--- src/rtl/shift_pkg.sv ---
// Shared definitions for the universal shift register and its serial deserializer:
// mode-select encoding and the deserializer state type.
package shift_pkg;

    localparam logic [1:0] MODE_HOLD = 2'b00;
    localparam logic [1:0] MODE_SHR  = 2'b01;
    localparam logic [1:0] MODE_SHL  = 2'b10;
    localparam logic [1:0] MODE_CLR  = 2'b11;

    typedef enum logic {
        IDLE,
        SHIFT
    } state_e;

endpackage

--- src/rtl/deser_out_reg.sv ---
// One-deep output register for the deserializer: valid/ready handshake, sticky overrun
// on dropped words, and parity-error capture alongside the stored word.
module deser_out_reg #(
    parameter int unsigned DATA_W = 4
) (
    input  logic              clk_i,
    input  logic              rst_i,
    input  logic              load_i,
    input  logic [DATA_W-1:0] word_i,
    input  logic              par_err_i,
    input  logic              ovr_clr_i,
    input  logic              ready_i,
    output logic [DATA_W-1:0] dout_o,
    output logic              valid_o,
    output logic              overrun_o,
    output logic              par_err_o
);

    logic [DATA_W-1:0] dout_q, dout_d;
    logic              valid_q, valid_d;
    logic              overrun_q, overrun_d;
    logic              par_err_q, par_err_d;
    logic              fire;

    always_comb begin
        dout_d    = dout_q;
        valid_d   = valid_q;
        overrun_d = overrun_q;
        par_err_d = par_err_q;
        fire      = valid_q & ready_i;

        if (load_i) begin
            // A word still waiting and not taken this cycle wins; the new one is dropped.
            if (valid_q && !ready_i) begin
                overrun_d = 1'b1;
            end else begin
                dout_d    = word_i;
                valid_d   = 1'b1;
                par_err_d = par_err_i;
            end
        end else if (fire) begin
            valid_d = 1'b0;
        end

        if (ovr_clr_i) begin
            overrun_d = 1'b0;
        end
    end

    always_ff @(posedge clk_i or posedge rst_i) begin
        if (rst_i) begin
            dout_q    <= '0;
            valid_q   <= 1'b0;
            overrun_q <= 1'b0;
            par_err_q <= 1'b0;
        end else begin
            dout_q    <= dout_d;
            valid_q   <= valid_d;
            overrun_q <= overrun_d;
            par_err_q <= par_err_d;
        end
    end

    assign dout_o    = dout_q;
    assign valid_o   = valid_q;
    assign overrun_o = overrun_q;
    assign par_err_o = par_err_q;

endmodule

--- src/rtl/shift_deserializer.sv ---
// Serial-to-parallel receiver for the universal shift register's output (LSB- or MSB-first).
// Optional macro PARITY_CHK_EN appends one even-parity bit per frame and reports parity_err.
module shift_deserializer
    import shift_pkg::*;
#(
    parameter int unsigned WIDTH_LEN = 2,
    parameter int unsigned DATA_W    = 4,
    localparam int unsigned CntW     = $clog2(DATA_W + 1)
) (
    input  logic                 clk,
    input  logic                 rst,
    input  logic                 sin,
    input  logic                 sin_valid,
    input  logic [WIDTH_LEN-1:0] sel,
    output logic [DATA_W-1:0]    dout,
    output logic                 dout_valid,
    input  logic                 dout_ready,
    output logic [CntW-1:0]      bit_cnt,
    output logic                 overrun,
    output logic                 parity_err
);

`ifdef PARITY_CHK_EN
    localparam int unsigned FrameLen = DATA_W + 1;
`else
    localparam int unsigned FrameLen = DATA_W;
`endif

    state_e            state_q, state_d;
    logic [DATA_W-1:0] shreg_q, shreg_d;
    logic [CntW-1:0]   bit_cnt_q, bit_cnt_d;
    logic              dir_q, dir_d;

    logic              accept, clear, dir_now, complete, word_par_err;
    logic [DATA_W-1:0] shifted, word;

    always_comb begin
        accept  = sin_valid && (sel == WIDTH_LEN'(MODE_SHR) || sel == WIDTH_LEN'(MODE_SHL));
        clear   = (sel == WIDTH_LEN'(MODE_CLR));
        // Direction is taken from sel only on the first bit of a word (dir 1 = MSB-first).
        dir_now = (state_q == IDLE) ? (sel == WIDTH_LEN'(MODE_SHL)) : dir_q;
        shifted = dir_now ? {shreg_q[DATA_W-2:0], sin} : {sin, shreg_q[DATA_W-1:1]};

        shreg_d   = shreg_q;
        bit_cnt_d = bit_cnt_q;
        state_d   = state_q;
        dir_d     = dir_q;
        complete  = 1'b0;

        if (clear) begin
            shreg_d   = '0;
            bit_cnt_d = '0;
            state_d   = IDLE;
        end else if (accept) begin
            dir_d = dir_now;
            // The trailing parity bit, when present, never enters the data register.
            if (bit_cnt_q < CntW'(DATA_W)) begin
                shreg_d = shifted;
            end
            if (bit_cnt_q == CntW'(FrameLen - 1)) begin
                complete  = 1'b1;
                bit_cnt_d = '0;
                state_d   = IDLE;
            end else begin
                bit_cnt_d = bit_cnt_q + CntW'(1);
                state_d   = SHIFT;
            end
        end

`ifdef PARITY_CHK_EN
        word         = shreg_q;
        word_par_err = (^shreg_q) ^ sin;
`else
        word         = shifted;
        word_par_err = 1'b0;
`endif
    end

    always_ff @(posedge clk or posedge rst) begin
        if (rst) begin
            state_q   <= IDLE;
            shreg_q   <= '0;
            bit_cnt_q <= '0;
            dir_q     <= 1'b0;
        end else begin
            state_q   <= state_d;
            shreg_q   <= shreg_d;
            bit_cnt_q <= bit_cnt_d;
            dir_q     <= dir_d;
        end
    end

    deser_out_reg #(
        .DATA_W (DATA_W)
    ) u_out_reg (
        .clk_i     (clk),
        .rst_i     (rst),
        .load_i    (complete),
        .word_i    (word),
        .par_err_i (word_par_err),
        .ovr_clr_i (clear),
        .ready_i   (dout_ready),
        .dout_o    (dout),
        .valid_o   (dout_valid),
        .overrun_o (overrun),
        .par_err_o (parity_err)
    );

    assign bit_cnt = bit_cnt_q;

endmodule

--- config.mk ---
export PLATFORM = sky130hd
export DESIGN_NAME = shift_deserializer
export DESIGN_NICKNAME = d
export VERILOG_FILES = /design/src/rtl/shift_pkg.sv /design/src/rtl/deser_out_reg.sv /design/src/rtl/shift_deserializer.sv
export SDC_FILE = /design/constraint.sdc
export NUM_CORES = 1
export LEC_CHECK = 0
export CAP_MARGIN = 20
export CORE_UTILIZATION = 35
export DETAILED_ROUTE_END_ITERATION = 10
export PLACE_DENSITY = 0.66
export SLEW_MARGIN = 30
export SYNTH_ARGS = -nofsm -noshare
export SYNTH_HDL_FRONTEND = slang
export SYNTH_SLANG_ARGS = --single-unit
--- constraint.sdc ---
create_clock -name clk -period 1.5 [get_ports clk]
set_clock_uncertainty 0.05 [all_clocks]
set_input_delay 0.3 -clock clk [delete_from_list [all_inputs] [get_ports clk]]
set_output_delay 0.3 -clock clk [all_outputs]
set_load 0.1 [all_outputs]
==> metrics <==
status finished clean; Antenna Cells 0; crit path DAT around 1.1 ns; Root Driver clkbuf_4; Final Hold Violating Endpoints 0; Register Area ~390 sq um; DRC 0; dpl hpwl 1.17 mm; f_max 690 MHz; RSZ-0062 raised after global routing no; fin nets ~110; Peak VDD IR ~1.1 mV; first-pass GRT wire length 2.69 mm; DR vias/cell about 4.7; Setup crit end kind output port; Switch Pwr ~0.83 mW; number of fill cells ~170; ANT nets after route 0; Clock power frac 0.131; Cells after DPL 120; register bit total from synthesis 15; Tot Pwr around 1.8 mW; Sink Count 15; grt ovf 0; Multi-input gate area a little over 400 sq um; max-slew violation count 0; Avg Cell Area, Syn about 11 sq um; Hold WC Path Type in2async; pwr dens 1500 mW/mm^2; share of the synthesized area in the top cell type 0.487; Ys Warns 0; total track usage 0.150; Final Non-Filler Cells about 120; Int Pwr around 0.97 mW; Hold Buf Count CTS 0; Syn Inst Count 69; CTS Buf Count 3; total die area approximately 0.0024 sq mm; sequential power share 0.331; combinational group share of total power 0.539; # H-tree levels 1; worst hold margin between 0.2 and 0.3 ns; Die Y slightly below 50 um; largest net degree at the start of global routing 16; CTS tree yes; Avg WL per Cell between 10 and 15 um; Initial Util 0.381; initial antenna violation count 0; DRT Pass-1 Iters 2; Routed WL between 1.5 and 2 mm; share of cells above drive strength 1 0.381; number of global-route vias before repair around 610; Clk Latency, worst-skew pair ~0.28 ns; clock slew at reported path FFs 0.09 ns; Leak approximately 0.55 nW; setup violators final 0; CP Data Required Time about 1.2 ns; Die W 48.9 um; switching part of the total power 0.463; Core Footprint 0.00202 sq mm; synthesized cell area around 770 sq um; Post-Layout Inst Area roughly 0.0012 sq mm; # Post-CTS Setup Buffers 0; detailed-route via count between 500 and 600; MaxCap Viol Count 0; # port buffers 15; Finished Core Util 0.593; Distinct cells, synth 22; final worst-path cycle share 0.966; clk buf depth 2; Rows 16; GP Congestion 0.814; area grow syn2layout 55.5%; Synth area leaders dfrtp_1 (49%), mux2i_1 (12%), ha_1 (6.5%); DRT iter0 DRCs 10; fin crit period 1.45 ns; largest fanout on the critical path 3; Critical Path Start Type flip-flop; sequential fraction of the synthesis area 0.487; synthesized net count 80; area leader, netlist dfrtp_1; placed cell area around 0.0011 sq mm; crit path kind reg2out; I/O pin count 17
[worst max-delay path: stages (launching register included)]
cell,delay (ns)
dfrtp_4,0.50
buf_4,0.16
buf_12,0.16
[area by class of cell]
class | instances | area share
Multi-Input combinational cell | 45 | 0.339
Clock buffer | 4 | 0.0219
Tap cell | 27 | 0.0282
Timing Repair Buffer | 26 | 0.267
Inverter | 7 | 0.0219
Sequential cell | 15 | 0.322
[placed cells by master (no fill, tap or decap), drive strengths merged, types with 3 or more instances in the layout]
cell / count
nor2: 6
clkdlybuf4s50: 4
nand2b: 4
a21oi: 3
buf: 20
clkbuf: 4
inv: 7
dfrtp: 15
nand2: 4
ha: 4
a211oi: 4
mux2i: 10
[power groups by stage]
stage | Clock, mW | Combinational [mW] | Sequential [mW]
2_1_floorplan | 0 | 0.187 | 0.993
3_3_place_gp | 0 | 0.948 | 0.596
3_5_place_dp | 0 | 0.956 | 0.599
4_1_cts | 0.241 | 0.961 | 0.590
5_1_grt | 0.259 | 1.01 | 0.605
6_report | 0.235 | 0.970 | 0.595
[synthesized netlist by cell type]
| cell type | count |
|---|---|
| nor2b_1 | 1 |
| o22ai_1 | 1 |
| dfrtp_1 | 15 |
| buf_2 | 1 |
| nor3b_2 | 1 |
| mux2_1 | 1 |
| nand3b_1 | 1 |
| nand2_1 | 4 |
| mux2i_2 | 1 |
| a211oi_1 | 4 |
| ha_1 | 4 |
| nor3_1 | 2 |
| nand2b_1 | 3 |
| nor4b_4 | 1 |
| inv_1 | 7 |
| buf_4 | 1 |
| nand2b_4 | 1 |
| nor2_1 | 6 |
| or3_1 | 1 |
| mux2i_1 | 9 |
| a21oi_1 | 3 |
| conb_1 | 1 |
[what timing repair did]
action / in CTS / in global routing
pin swaps: 2 / 0
gates resized for setup: 4 / 3
setup endpoints to repair: 15 / 3
hold endpoints to repair: 0 / 0
[cell families after synthesis]
kind of cell | synth area share
and+or+nand+nor | 0.177
DFF | 0.487
muxes | 0.149
buffers and inverters | 0.0503
AOI/OAI and AO/OA | 0.0666
adders and majority gates | 0.0649
other | 0.00487
[path summary, 6_finish.rpt]
check,start,endpoint,slack (ns),depth (start not counted)
max,bit_cnt[0],bit_cnt[0],0.05,2
min,rst,u_out_reg.overrun_o,0.26,3
max reg2reg,bit_cnt[1],u_out_reg.dout_o[1],0.07,5
min reg2reg,u_out_reg.dout_o[2],u_out_reg.dout_o[2],0.52,2
max in group asynchronous,rst,bit_cnt[1],0.94,3
min in group clk,u_out_reg.dout_o[2],u_out_reg.dout_o[2],0.52,2
[per-stage QoR]
stage	worst slack, ns	TNS [ns]
after global placement	-0.515	-6.66
after detailed placement	-0.532	-7.02
after floorplan	-0.0970	-0.388
final	0.0511	0
after CTS	0.0449	0
after global routing	0.00853	0
[registers in the layout, summed over array words and instances, names as in the netlist]
name / cells
shreg_q: 4
u_out_reg.dout_o: 4
bit_cnt: 3
dir_q: 1
state_q: 1
u_out_reg.overrun_o: 1
u_out_reg.valid_o: 1
[per-layer routing]
layer  track usage  share of wire
met1         0.185           0.46
met2         0.255           0.50
met3        0.0187          0.024
met4        0.0784          0.016
met5             0              0
Note: power is estimated with default switching activity, not from simulation.
